**config.mk**
```make
export PLATFORM = sky130hd
export DESIGN_NAME = rocc_cmd_issuer
export DESIGN_NICKNAME = d
export VERILOG_FILES = /design/src/rtl/rocc_pkg.sv /design/src/rtl/rocc_scoreboard.sv /design/src/rtl/rocc_cmd_issuer.sv
export SDC_FILE = /design/constraint.sdc
export NUM_CORES = 1
export LEC_CHECK = 0
export ABC_AREA = 1
export CAP_MARGIN = 20
export CORE_AREA = 2 2 183 185
export DETAILED_ROUTE_END_ITERATION = 10
export DIE_AREA = 0 0 185 187
export GPL_TIMING_DRIVEN = 0
export PLACE_DENSITY = 0.61
export SLEW_MARGIN = 15
export SYNTH_ARGS = -nofsm -noshare
export SYNTH_HDL_FRONTEND = slang
export SYNTH_SLANG_ARGS = --single-unit
```
**constraint.sdc**
```tcl
create_clock -name clock -period 18 [get_ports clock]
set_clock_uncertainty 0.15 [all_clocks]
set_input_delay 1.8 -clock clock [delete_from_list [all_inputs] [get_ports clock]]
set_output_delay 1.8 -clock clock [all_outputs]
set_load 0.01 [all_outputs]
```
**src/rtl/rocc_pkg.sv**
```systemverilog
// Shared RoCC instruction layout and issuer state encoding; also used by accelerators.
package rocc_pkg;

  localparam int unsigned ROCC_FUNCT_W  = 7;
  localparam int unsigned ROCC_REG_W    = 5;
  localparam int unsigned ROCC_OPCODE_W = 7;
  localparam int unsigned ROCC_NREGS    = 1 << ROCC_REG_W;

  typedef logic [ROCC_REG_W-1:0] rocc_reg_t;

  typedef struct packed {
    logic [ROCC_FUNCT_W-1:0]  funct;
    rocc_reg_t                rs2;
    rocc_reg_t                rs1;
    logic                     xd;
    logic                     xs1;
    logic                     xs2;
    rocc_reg_t                rd;
    logic [ROCC_OPCODE_W-1:0] opcode;
  } rocc_inst_t;

  typedef enum logic {
    ST_IDLE,
    ST_FENCE
  } issuer_state_e;

endpackage

```
**src/rtl/rocc_scoreboard.sv**
```systemverilog
// Pending-destination bitmap plus count of issued xd=1 commands awaiting a response.
module rocc_scoreboard
  import rocc_pkg::*;
#(
  parameter int unsigned MAX_OUTSTANDING = 8,
  parameter int unsigned CNT_W           = $clog2(MAX_OUTSTANDING + 1)
) (
  input  logic                  clock,
  input  logic                  reset,
  input  logic                  set_i,
  input  rocc_reg_t             set_rd_i,
  input  logic                  clr_i,
  input  rocc_reg_t             clr_rd_i,
  input  logic                  inc_i,
  input  logic                  dec_i,
  input  rocc_reg_t             rs1_i,
  input  rocc_reg_t             rs2_i,
  input  rocc_reg_t             rd_i,
  output logic                  rs1_pend_o,
  output logic                  rs2_pend_o,
  output logic                  rd_pend_o,
  output logic [ROCC_NREGS-1:0] pending_o,
  output logic                  full_o,
  output logic                  empty_o
);

  logic [ROCC_NREGS-1:0] pending_d, pending_q;
  logic [CNT_W-1:0]      count_d, count_q;
  logic                  dec_eff;

  always_comb begin
    pending_d = pending_q;
    if (clr_i) pending_d[clr_rd_i] = 1'b0;
    // Set is applied after clear so it wins on a same-cycle collision.
    if (set_i) pending_d[set_rd_i] = 1'b1;
    pending_d[0] = 1'b0;
  end

  always_comb begin
    dec_eff = dec_i && (count_q != '0);
    count_d = count_q;
    unique case ({inc_i, dec_eff})
      2'b10:   count_d = count_q + CNT_W'(1);
      2'b01:   count_d = count_q - CNT_W'(1);
      default: count_d = count_q;
    endcase
  end

  always_ff @(posedge clock) begin
    if (reset) begin
      pending_q <= '0;
      count_q   <= '0;
    end else begin
      pending_q <= pending_d;
      count_q   <= count_d;
    end
  end

  assign rs1_pend_o = pending_q[rs1_i];
  assign rs2_pend_o = pending_q[rs2_i];
  assign rd_pend_o  = pending_q[rd_i];
  assign pending_o  = pending_q;
  assign full_o     = (count_q == CNT_W'(MAX_OUTSTANDING));
  assign empty_o    = (count_q == '0);

  a_no_set_clr_collision: assert property (@(posedge clock) disable iff (reset)
    !(set_i && clr_i && (set_rd_i == clr_rd_i) && (set_rd_i != '0) && pending_q[clr_rd_i]));

endmodule

```
**src/rtl/rocc_cmd_issuer.sv**
```systemverilog
// Core-side RoCC master: registered command issue with rd scoreboard, buffered
// response writeback and a fence handshake that waits for the accelerator to drain.
module rocc_cmd_issuer
  import rocc_pkg::*;
#(
  parameter int unsigned XLEN            = 64,
  parameter int unsigned MAX_OUTSTANDING = 8
) (
  input  logic                     clock,
  input  logic                     reset,
  input  logic                     in_valid,
  output logic                     in_ready,
  input  logic [ROCC_FUNCT_W-1:0]  in_funct,
  input  logic [ROCC_REG_W-1:0]    in_rs1,
  input  logic [ROCC_REG_W-1:0]    in_rs2,
  input  logic [ROCC_REG_W-1:0]    in_rd,
  input  logic                     in_xs1,
  input  logic                     in_xs2,
  input  logic                     in_xd,
  input  logic [ROCC_OPCODE_W-1:0] in_opcode,
  input  logic [XLEN-1:0]          in_rs1_data,
  input  logic [XLEN-1:0]          in_rs2_data,
  output logic                     rocc_cmd_valid,
  input  logic                     rocc_cmd_ready,
  output logic [ROCC_FUNCT_W-1:0]  rocc_cmd_funct,
  output logic [ROCC_REG_W-1:0]    rocc_cmd_rs1,
  output logic [ROCC_REG_W-1:0]    rocc_cmd_rs2,
  output logic [ROCC_REG_W-1:0]    rocc_cmd_rd,
  output logic                     rocc_cmd_xs1,
  output logic                     rocc_cmd_xs2,
  output logic                     rocc_cmd_xd,
  output logic [ROCC_OPCODE_W-1:0] rocc_cmd_opcode,
  output logic [XLEN-1:0]          rocc_cmd_rs1_data,
  output logic [XLEN-1:0]          rocc_cmd_rs2_data,
  input  logic                     rocc_resp_valid,
  output logic                     rocc_resp_ready,
  input  logic [ROCC_REG_W-1:0]    rocc_resp_rd,
  input  logic [XLEN-1:0]          rocc_resp_data,
  input  logic                     rocc_busy,
  output logic                     wb_valid,
  input  logic                     wb_ready,
  output logic [ROCC_REG_W-1:0]    wb_rd,
  output logic [XLEN-1:0]          wb_data,
  input  logic                     fence_valid,
  output logic                     fence_done,
  output logic                     err_unexpected_resp
);

  localparam int unsigned CNT_W = $clog2(MAX_OUTSTANDING + 1);

  issuer_state_e         state_q;
  rocc_inst_t            cmd_d, cmd_q;
  logic                  cmd_valid_q;
  logic [XLEN-1:0]       rs1_data_q, rs2_data_q;
  logic                  wb_valid_d, wb_valid_q;
  rocc_reg_t             wb_rd_q;
  logic [XLEN-1:0]       wb_data_q;
  logic                  fence_done_q, err_q;

  logic                  rs1_pend, rs2_pend, rd_pend, sb_full, sb_empty;
  logic [ROCC_NREGS-1:0] sb_pending;
  logic                  hazard, accept, resp_capture, unexpected, drained;

  rocc_scoreboard #(
    .MAX_OUTSTANDING (MAX_OUTSTANDING),
    .CNT_W           (CNT_W)
  ) u_scoreboard (
    .clock      (clock),
    .reset      (reset),
    .set_i      (accept && in_xd),
    .set_rd_i   (in_rd),
    .clr_i      (resp_capture),
    .clr_rd_i   (rocc_resp_rd),
    .inc_i      (accept && in_xd),
    .dec_i      (resp_capture),
    .rs1_i      (in_rs1),
    .rs2_i      (in_rs2),
    .rd_i       (in_rd),
    .rs1_pend_o (rs1_pend),
    .rs2_pend_o (rs2_pend),
    .rd_pend_o  (rd_pend),
    .pending_o  (sb_pending),
    .full_o     (sb_full),
    .empty_o    (sb_empty)
  );

  assign hazard   = (in_xs1 && rs1_pend) || (in_xs2 && rs2_pend) || (in_xd && rd_pend);
  assign in_ready = (state_q == ST_IDLE) && !fence_valid && (!cmd_valid_q || rocc_cmd_ready)
                    && !hazard && !(in_xd && sb_full);
  assign accept   = in_valid && in_ready;

  always_comb begin
    cmd_d = '{funct: in_funct, rs2: in_rs2, rs1: in_rs1, xd: in_xd, xs1: in_xs1,
              xs2: in_xs2, rd: in_rd, opcode: in_opcode};
  end

  always_ff @(posedge clock) begin
    if (reset)               cmd_valid_q <= 1'b0;
    else if (accept)         cmd_valid_q <= 1'b1;
    else if (rocc_cmd_ready) cmd_valid_q <= 1'b0;
  end

  always_ff @(posedge clock) begin
    if (accept) begin
      cmd_q      <= cmd_d;
      rs1_data_q <= in_rs1_data;
      rs2_data_q <= in_rs2_data;
    end
  end

  assign rocc_resp_ready = !wb_valid_q || wb_ready;
  assign resp_capture    = rocc_resp_valid && rocc_resp_ready;
  assign unexpected      = resp_capture
                           && (((rocc_resp_rd != '0) && !sb_pending[rocc_resp_rd]) || sb_empty);

  // rd=0 responses are consumed but never presented to the register file.
  always_comb begin
    wb_valid_d = wb_valid_q;
    if (resp_capture)  wb_valid_d = (rocc_resp_rd != '0);
    else if (wb_ready) wb_valid_d = 1'b0;
  end

  always_ff @(posedge clock) begin
    if (reset) begin
      wb_valid_q <= 1'b0;
      err_q      <= 1'b0;
    end else begin
      wb_valid_q <= wb_valid_d;
      if (unexpected) err_q <= 1'b1;
    end
  end

  always_ff @(posedge clock) begin
    if (resp_capture) begin
      wb_rd_q   <= rocc_resp_rd;
      wb_data_q <= rocc_resp_data;
    end
  end

  assign drained = !cmd_valid_q && sb_empty && !wb_valid_q && !rocc_busy;

  // An already-drained fence completes straight from IDLE so done follows the request
  // by one cycle; the done cycle itself is not taken as a new request.
  always_ff @(posedge clock) begin
    if (reset) begin
      state_q      <= ST_IDLE;
      fence_done_q <= 1'b0;
    end else begin
      fence_done_q <= 1'b0;
      unique case (state_q)
        ST_IDLE: begin
          if (fence_valid && !fence_done_q) begin
            if (drained) fence_done_q <= 1'b1;
            else         state_q      <= ST_FENCE;
          end
        end
        ST_FENCE: begin
          if (drained) begin
            fence_done_q <= 1'b1;
            state_q      <= ST_IDLE;
          end
        end
        default: state_q <= ST_IDLE;
      endcase
    end
  end

  assign rocc_cmd_valid      = cmd_valid_q;
  assign rocc_cmd_funct      = cmd_q.funct;
  assign rocc_cmd_rs1        = cmd_q.rs1;
  assign rocc_cmd_rs2        = cmd_q.rs2;
  assign rocc_cmd_rd         = cmd_q.rd;
  assign rocc_cmd_xs1        = cmd_q.xs1;
  assign rocc_cmd_xs2        = cmd_q.xs2;
  assign rocc_cmd_xd         = cmd_q.xd;
  assign rocc_cmd_opcode     = cmd_q.opcode;
  assign rocc_cmd_rs1_data   = rs1_data_q;
  assign rocc_cmd_rs2_data   = rs2_data_q;
  assign wb_valid            = wb_valid_q;
  assign wb_rd               = wb_rd_q;
  assign wb_data             = wb_data_q;
  assign fence_done          = fence_done_q;
  assign err_unexpected_resp = err_q;

endmodule

```
; Yosys cells after proc, flatten, opt, wreduce, memory -nomap -nowiden
; Index checks and enable logic that the tools add are counted.
[op_classes]
n_addsub = 2
mul = 0
n_div = 0
n_lt_le_gt_ge = 6
n_eq_ne = 3
shifts = 0
n_mux = 25
n_bitwise = 4
reduce_logical = 39
[op_table]
columns = operator, count
row1 = $mux W32, 2
row2 = $and A32 B32 Y32, 1
row3 = $not A32 Y32, 1
row4 = $or A32 B32 Y32, 1
row5 = $lt A5 B6 Y1 const B, 4
row6 = $bmux W1 S5, 4
row7 = $logic_and A1 B1 Y1, 20
row8 = $mux W1, 14
row9 = $demux W1 S5, 2
row10 = $ge A5 B1 Y1 const B, 2
row11 = $logic_not A1 Y1, 8
row12 = $pmux W4 S2, 1
row13 = $reduce_bool A2 Y1, 3
row14 = $logic_or A1 B1 Y1, 5
row15 = $reduce_bool A5 Y1, 1
row16 = $add A4 B1 Y4 const B, 1
row17 = $eq A4 B4 Y1 const B, 1
row18 = $logic_not A4 Y1, 1
row19 = $pmux W1 S2, 2
row20 = $reduce_bool A4 Y1, 1
row21 = $sub A4 B1 Y4 const B, 1
row22 = $eq A2 B1 Y1 const B, 1
row23 = $eq A2 B2 Y1 const B, 1
row24 = $not A1 Y1, 1
[word_totals]
ff_bits = 270
latchBits = 0
ram_bits = 0
romBits = 0
inputBits = 237
out_inout_bits = 235
elab_cells = 99
memories = 0

; Longest topological paths before layout
[depth]
word_depth = 12
depth_mapped = 23
mapped_depth_nobuf = 22

; Modules after synthesis
; Synthesis repeated with hierarchy kept, for this count alone.
[unflattened]
hier_cells = 800
hier_area_um2 = 10218.6
[by_module_without_submodules]
columns = module, n_inst, cells_each, area_per_inst_um2, seq_area_each_um2
row1 = rocc_cmd_issuer, 1, 368, 7608.5, 6976.7
row2 = rocc_scoreboard, 1, 432, 2610.0, 700.7

; Worst setup path after synthesis
; No wires, ideal clock.
[synth_timing]
path_type = input-to-reg
from = input port in_rs2[0]
to = register u_scoreboard.count_q[2]
setup_ns = 0.115
arrival_ns = 7.416
required_time_ns = 17.735
slack_ns = 10.319
path_stages = 21
path_cell_list = buf_4 inv_2 buf_6 nand2_1 nand3_1 nand3_1 nand3_1 nand3_1 nand3_1 nand2_1 nor2_4 nand2_1 inv_1 nand2_1 ha_1 xor2_1 ha_1 a21oi_1 xor2_1 o21ai_0 inv_1
[synth_via]
elab_chain_len = 12
[synth_rtl]
columns = item, line
row1 = start: declaration, rocc_cmd_issuer.sv:15  ; input logic [ROCC_REG_W-1:0] in_rs2,
row2 = $bmux W1 S5 (*), rocc_scoreboard.sv:60  ; assign rs2_pend_o = pending_q[rs2_i];
row3 = $mux W1 (implied by the code) (*), rocc_scoreboard.sv:60
row4 = $logic_and A1 B1 Y1 (*), rocc_cmd_issuer.sv:87  ; assign hazard = (in_xs1 && rs1_pend) || (in_xs2 && rs2_pend) || (in_xd && rd_pend);
row5 = $logic_or A1 B1 Y1 (*) (2 in series), rocc_cmd_issuer.sv:87
row6 = $logic_not A1 Y1 (*), rocc_cmd_issuer.sv:89  ; && !hazard && !(in_xd && sb_full);
row7 = $logic_and A1 B1 Y1 (*) (2 in series), rocc_cmd_issuer.sv:89
row8 = $logic_and A1 B1 Y1 (*), rocc_cmd_issuer.sv:90  ; assign accept = in_valid && in_ready;
row9 = via accept, rocc_cmd_issuer.sv:62  ; logic hazard, accept, resp_capture, unexpected, drained;
row10 = $logic_and A1 B1 Y1 (*), rocc_cmd_issuer.sv:74  ; .inc_i (accept && in_xd),
row11 = $eq A2 B1 Y1 / $eq A2 B2 Y1 (equally long branches), rocc_scoreboard.sv:42  ; unique case ({inc_i, dec_eff})
row12 = $pmux W4 S2 / $reduce_bool A2 Y1 (equally long branches), n/a
row13 = end signal: assignment, rocc_scoreboard.sv:55  ; count_q <= count_d;
row14 = end: declaration, rocc_scoreboard.sv:28  ; logic [CNT_W-1:0] count_d, count_q;
; Mark *: on every way through the listed nets, which the timed path passes. The rest lies on a longest branch. The select of a mux whose other input is x is not followed.
; A chain may end at the register's enable or synchronous reset.

; Final worst setup path
[layout_timing]
from = input port in_rd[1]
to = output port in_ready
[layout_via]
elab_chain_len = 7
[layout_rtl]
columns = item, line
row1 = start: declaration, rocc_cmd_issuer.sv:16  ; input logic [ROCC_REG_W-1:0] in_rd,
row2 = $bmux W1 S5, rocc_scoreboard.sv:61  ; assign rd_pend_o = pending_q[rd_i];
row3 = $mux W1 (implied by the code), rocc_scoreboard.sv:61
row4 = $logic_and A1 B1 Y1, rocc_cmd_issuer.sv:87
row5 = $logic_or A1 B1 Y1, rocc_cmd_issuer.sv:87
row6 = $logic_not A1 Y1, rocc_cmd_issuer.sv:89
row7 = $logic_and A1 B1 Y1 (2 in series), rocc_cmd_issuer.sv:89
row8 = end: declaration, rocc_cmd_issuer.sv:12  ; output logic in_ready,
; No other way between the ends. The select of a mux whose other input is x is not followed.

==> results.tsv <==
metric	value	unit
status	complete, no violations	
clock insertion delay at the later pin of the skew report	0.55	ns
syn_nets	1038	
GR Overflow Total	0	
worst path buffer plus inverter count	4	
Antenna Nets Post-Route	0	
post-layout instance area	16400	sq um
WL final	37400	microns
drt drc	0	
Nets	1541	
final hold viol count	0	
synthesized instance count	798	
family with the most delay on the worst path	buffers and inverters	
DR pass1 iterations	5	
Via Count	8176	
crit share post-route	35.7	%
static leakage	5.85	nW
htree depth	1	
Root Buffer	clkbuf_16	
IO Port Bufs	470	
total CTS buffers	29	
die area	34600	sq um
critical path required time	16.05	ns
Inst Count DP	1718	
total of max-cap violations	0	
global-route wire length before repair	51900	microns
Syn Std Cell Area	10200	sq um
worst slack, placed	11.59	ns
Clock transition at path regs	0.05	ns
Critical Path Start Type	input port	
RSZ-0062 raised after global routing	false	
post-layout min period	6.43	ns
maximum vdd drop	0.0655	mV
share of layout cells above drive strength 1	5.97	%
number of global-route vias before repair	7676	
PD cells	94.7	nW/um^2
Area Growth Syn to Fin	61.8	%
n_diodes	0	
antenna violations before repair	3	
Ports	472	
Avg Cell Area, Syn	12.7	sq um
Slew @ Worst Pin	0.677	ns
setup violators final	0	
hpwl dp	28900	microns
Final Core Density	50.1	%
most used cell, CP	nand2_1	
number of distinct library cells after synthesis	32	
Post-Layout Cell Count	1772	
f_max	0.155	GHz
Yosys warning total	0	
All-Layer GR Usage	20.7	%
routed vias/inst	4.61	
setup TNS	0	ns
CP endpoint kind	output port	
# hold bufs at CTS	0	
CP Max Fanout	10	
largest net degree at the start of global routing	88	
std cell rows	67	
slowest CP cell	clkdlybuf4s50_1	
crit-path max cell delay	0.67	ns
Crit Path Category	input port to output port	
placed cell areas	15500	sq um
#FFs+latches synth	269	
Post-CTS Setup Bufs	0	
fillers	2949	
Core ar.	32900	sq um
Arr. time, crit path	4.48	ns
Starting Density	30.9	%
post-CTS sizing	0	
CTS sink cnt	269	
Clock Path Buffers	3	
max_slew headroom	54.7	%
final worst slack	11.57	ns
Final Wtd Congestion	0.904	
Max Slew Vio Count	0	
wire per inst	21.1	microns
register area share after synthesis	75.5	%
Hold WC Path Type	flop to flop	
Die H	187	microns
DRT iter0 DRCs	669	
CTS tree	done	
worst path cell trace	clkdlybuf4s50_1 -> inv_2 -> nor2_2 -> a21oi_1 -> nand2_1 -> nand2_1 -> nand2_1 -> nor2_1 -> nand2_1 -> nand2_1 -> nand2_2 -> nor2_4 -> buf_6 -> clkdlybuf4s50_1	
Chip Width	185	microns
## area by class of cell
| class | count | area (sq um) | area share [%] |
|---|---|---|---|
| tap | 448 | 561 | 3.41 |
| buffer | 25 | 170 | 1.03 |
| multi-input combinational | 427 | 2030 | 12.4 |
| timing repair buffer | 472 | 4750 | 28.9 |
| clock buffer | 35 | 748 | 4.55 |
| clock inverter | 19 | 210 | 1.28 |
| sequential | 269 | 7680 | 46.7 |
| inverter | 77 | 299 | 1.82 |
## power by group
part           internal, mW  total, mW  switching, mW
clock network         0.354      0.604          0.250
registers             0.719      0.731         0.0125
logic                 0.116      0.223          0.106
total                  1.19       1.56          0.369
## tightest hold or removal path, delay by kind of cell, from the launching register on
kind / cells / cell delay, ns
compound gates: 1 / 0.05
buf+inv: 1 / 0.04
flops: 1 / 0.30
## per-stage QoR
step / power (mW) / hold WS [ns]
final: 1.56 / 0.298
after global routing: 1.62 / 0.324
after CTS: 1.58 / 0.303
after detailed placement: 0.968 / 0.295
after global placement: 0.969 / 0.298
after floorplan: 0.832 / 0.298
## synthesized netlist by cell type, drive strengths merged
master / instances / share of area (%)
dfxtp: 40 / 7.9
ha: 3 / 0.37
a21boi: 1 / 0.074
xnor2: 1 / 0.086
nand2: 139 / 5.3
xor2: 2 / 0.17
o211ai: 1 / 0.074
a31oi: 1 / 0.062
o22ai: 5 / 0.31
a21oi: 44 / 2.2
nor2: 59 / 2.3
nand4: 32 / 2.0
edfxtp: 229 / 68
buf: 20 / 1.5
nor3: 15 / 0.74
nor4: 1 / 0.062
clkbuf: 5 / 0.18
o21ai: 53 / 2.6
inv: 77 / 2.8
o2111ai: 2 / 0.17
nand3b: 1 / 0.074
o31ai: 2 / 0.15
a22oi: 2 / 0.15
nand3: 63 / 3.1
## cell usage in the layout (no fill, tap or decap), types with 4 or more instances in the layout
| cell | n |
|---|---|
| dfxtp_1 | 40 |
| nand2_1 | 136 |
| buf_6 | 7 |
| clkinv_1 | 6 |
| nand3_1 | 63 |
| clkdlybuf4s50_1 | 470 |
| nand4_1 | 32 |
| nor3_1 | 15 |
| inv_1 | 71 |
| inv_2 | 4 |
| a21oi_1 | 42 |
| clkinv_2 | 5 |
| clkbuf_1 | 11 |
| o21ai_0 | 53 |
| o22ai_1 | 5 |
| bufinv_16 | 4 |
| nor2_1 | 55 |
| edfxtp_1 | 229 |
| buf_2 | 10 |
| clkbuf_16 | 29 |
## worst paths after layout
kind                              to                        from  slack (ns)  cells after the start
min reg2reg      err_unexpected_resp         err_unexpected_resp        0.30                      2
min              err_unexpected_resp         err_unexpected_resp        0.30                      2
max                         in_ready                    in_rd[1]       11.57                     14
max reg2reg  u_scoreboard.count_q[2]  u_scoreboard.pending_o[15]       14.05                     20
## per-layer routing
metal  wire [microns]  global-route usage [%]
met1            13800                    23.7
met2            19100                    37.1
met3             3390                    5.92
met4             1070                    6.17
met5               34                       0
## registers in the layout, summed over array words and instances, names as in the netlist
signal	count
rocc_cmd_rs1	5
rocc_cmd_xs1	1
rocc_cmd_rd	5
rocc_cmd_rs1_data	64
u_scoreboard.pending_o	31
u_scoreboard.count_q	4
rocc_cmd_funct	7
wb_valid	1
wb_data	64
state_q	1
rocc_cmd_xd	1
fence_done	1
rocc_cmd_rs2_data	64
wb_rd	5
rocc_cmd_xs2	1
err_unexpected_resp	1
rocc_cmd_valid	1
rocc_cmd_rs2	5
rocc_cmd_opcode	7
## logic make-up after synthesis
kind of cell               Yosys count  synth area share (%)
and+or+nand+nor                    310                  13.5
xor gates and xnor gates             3                 0.258
DFF                                269                  75.5
adders and majority gates            3                 0.369
AOI/OAI and AO/OA                  111                  5.83
buffers and inverters              102                  4.52
(Power assumes the default switching activity.)
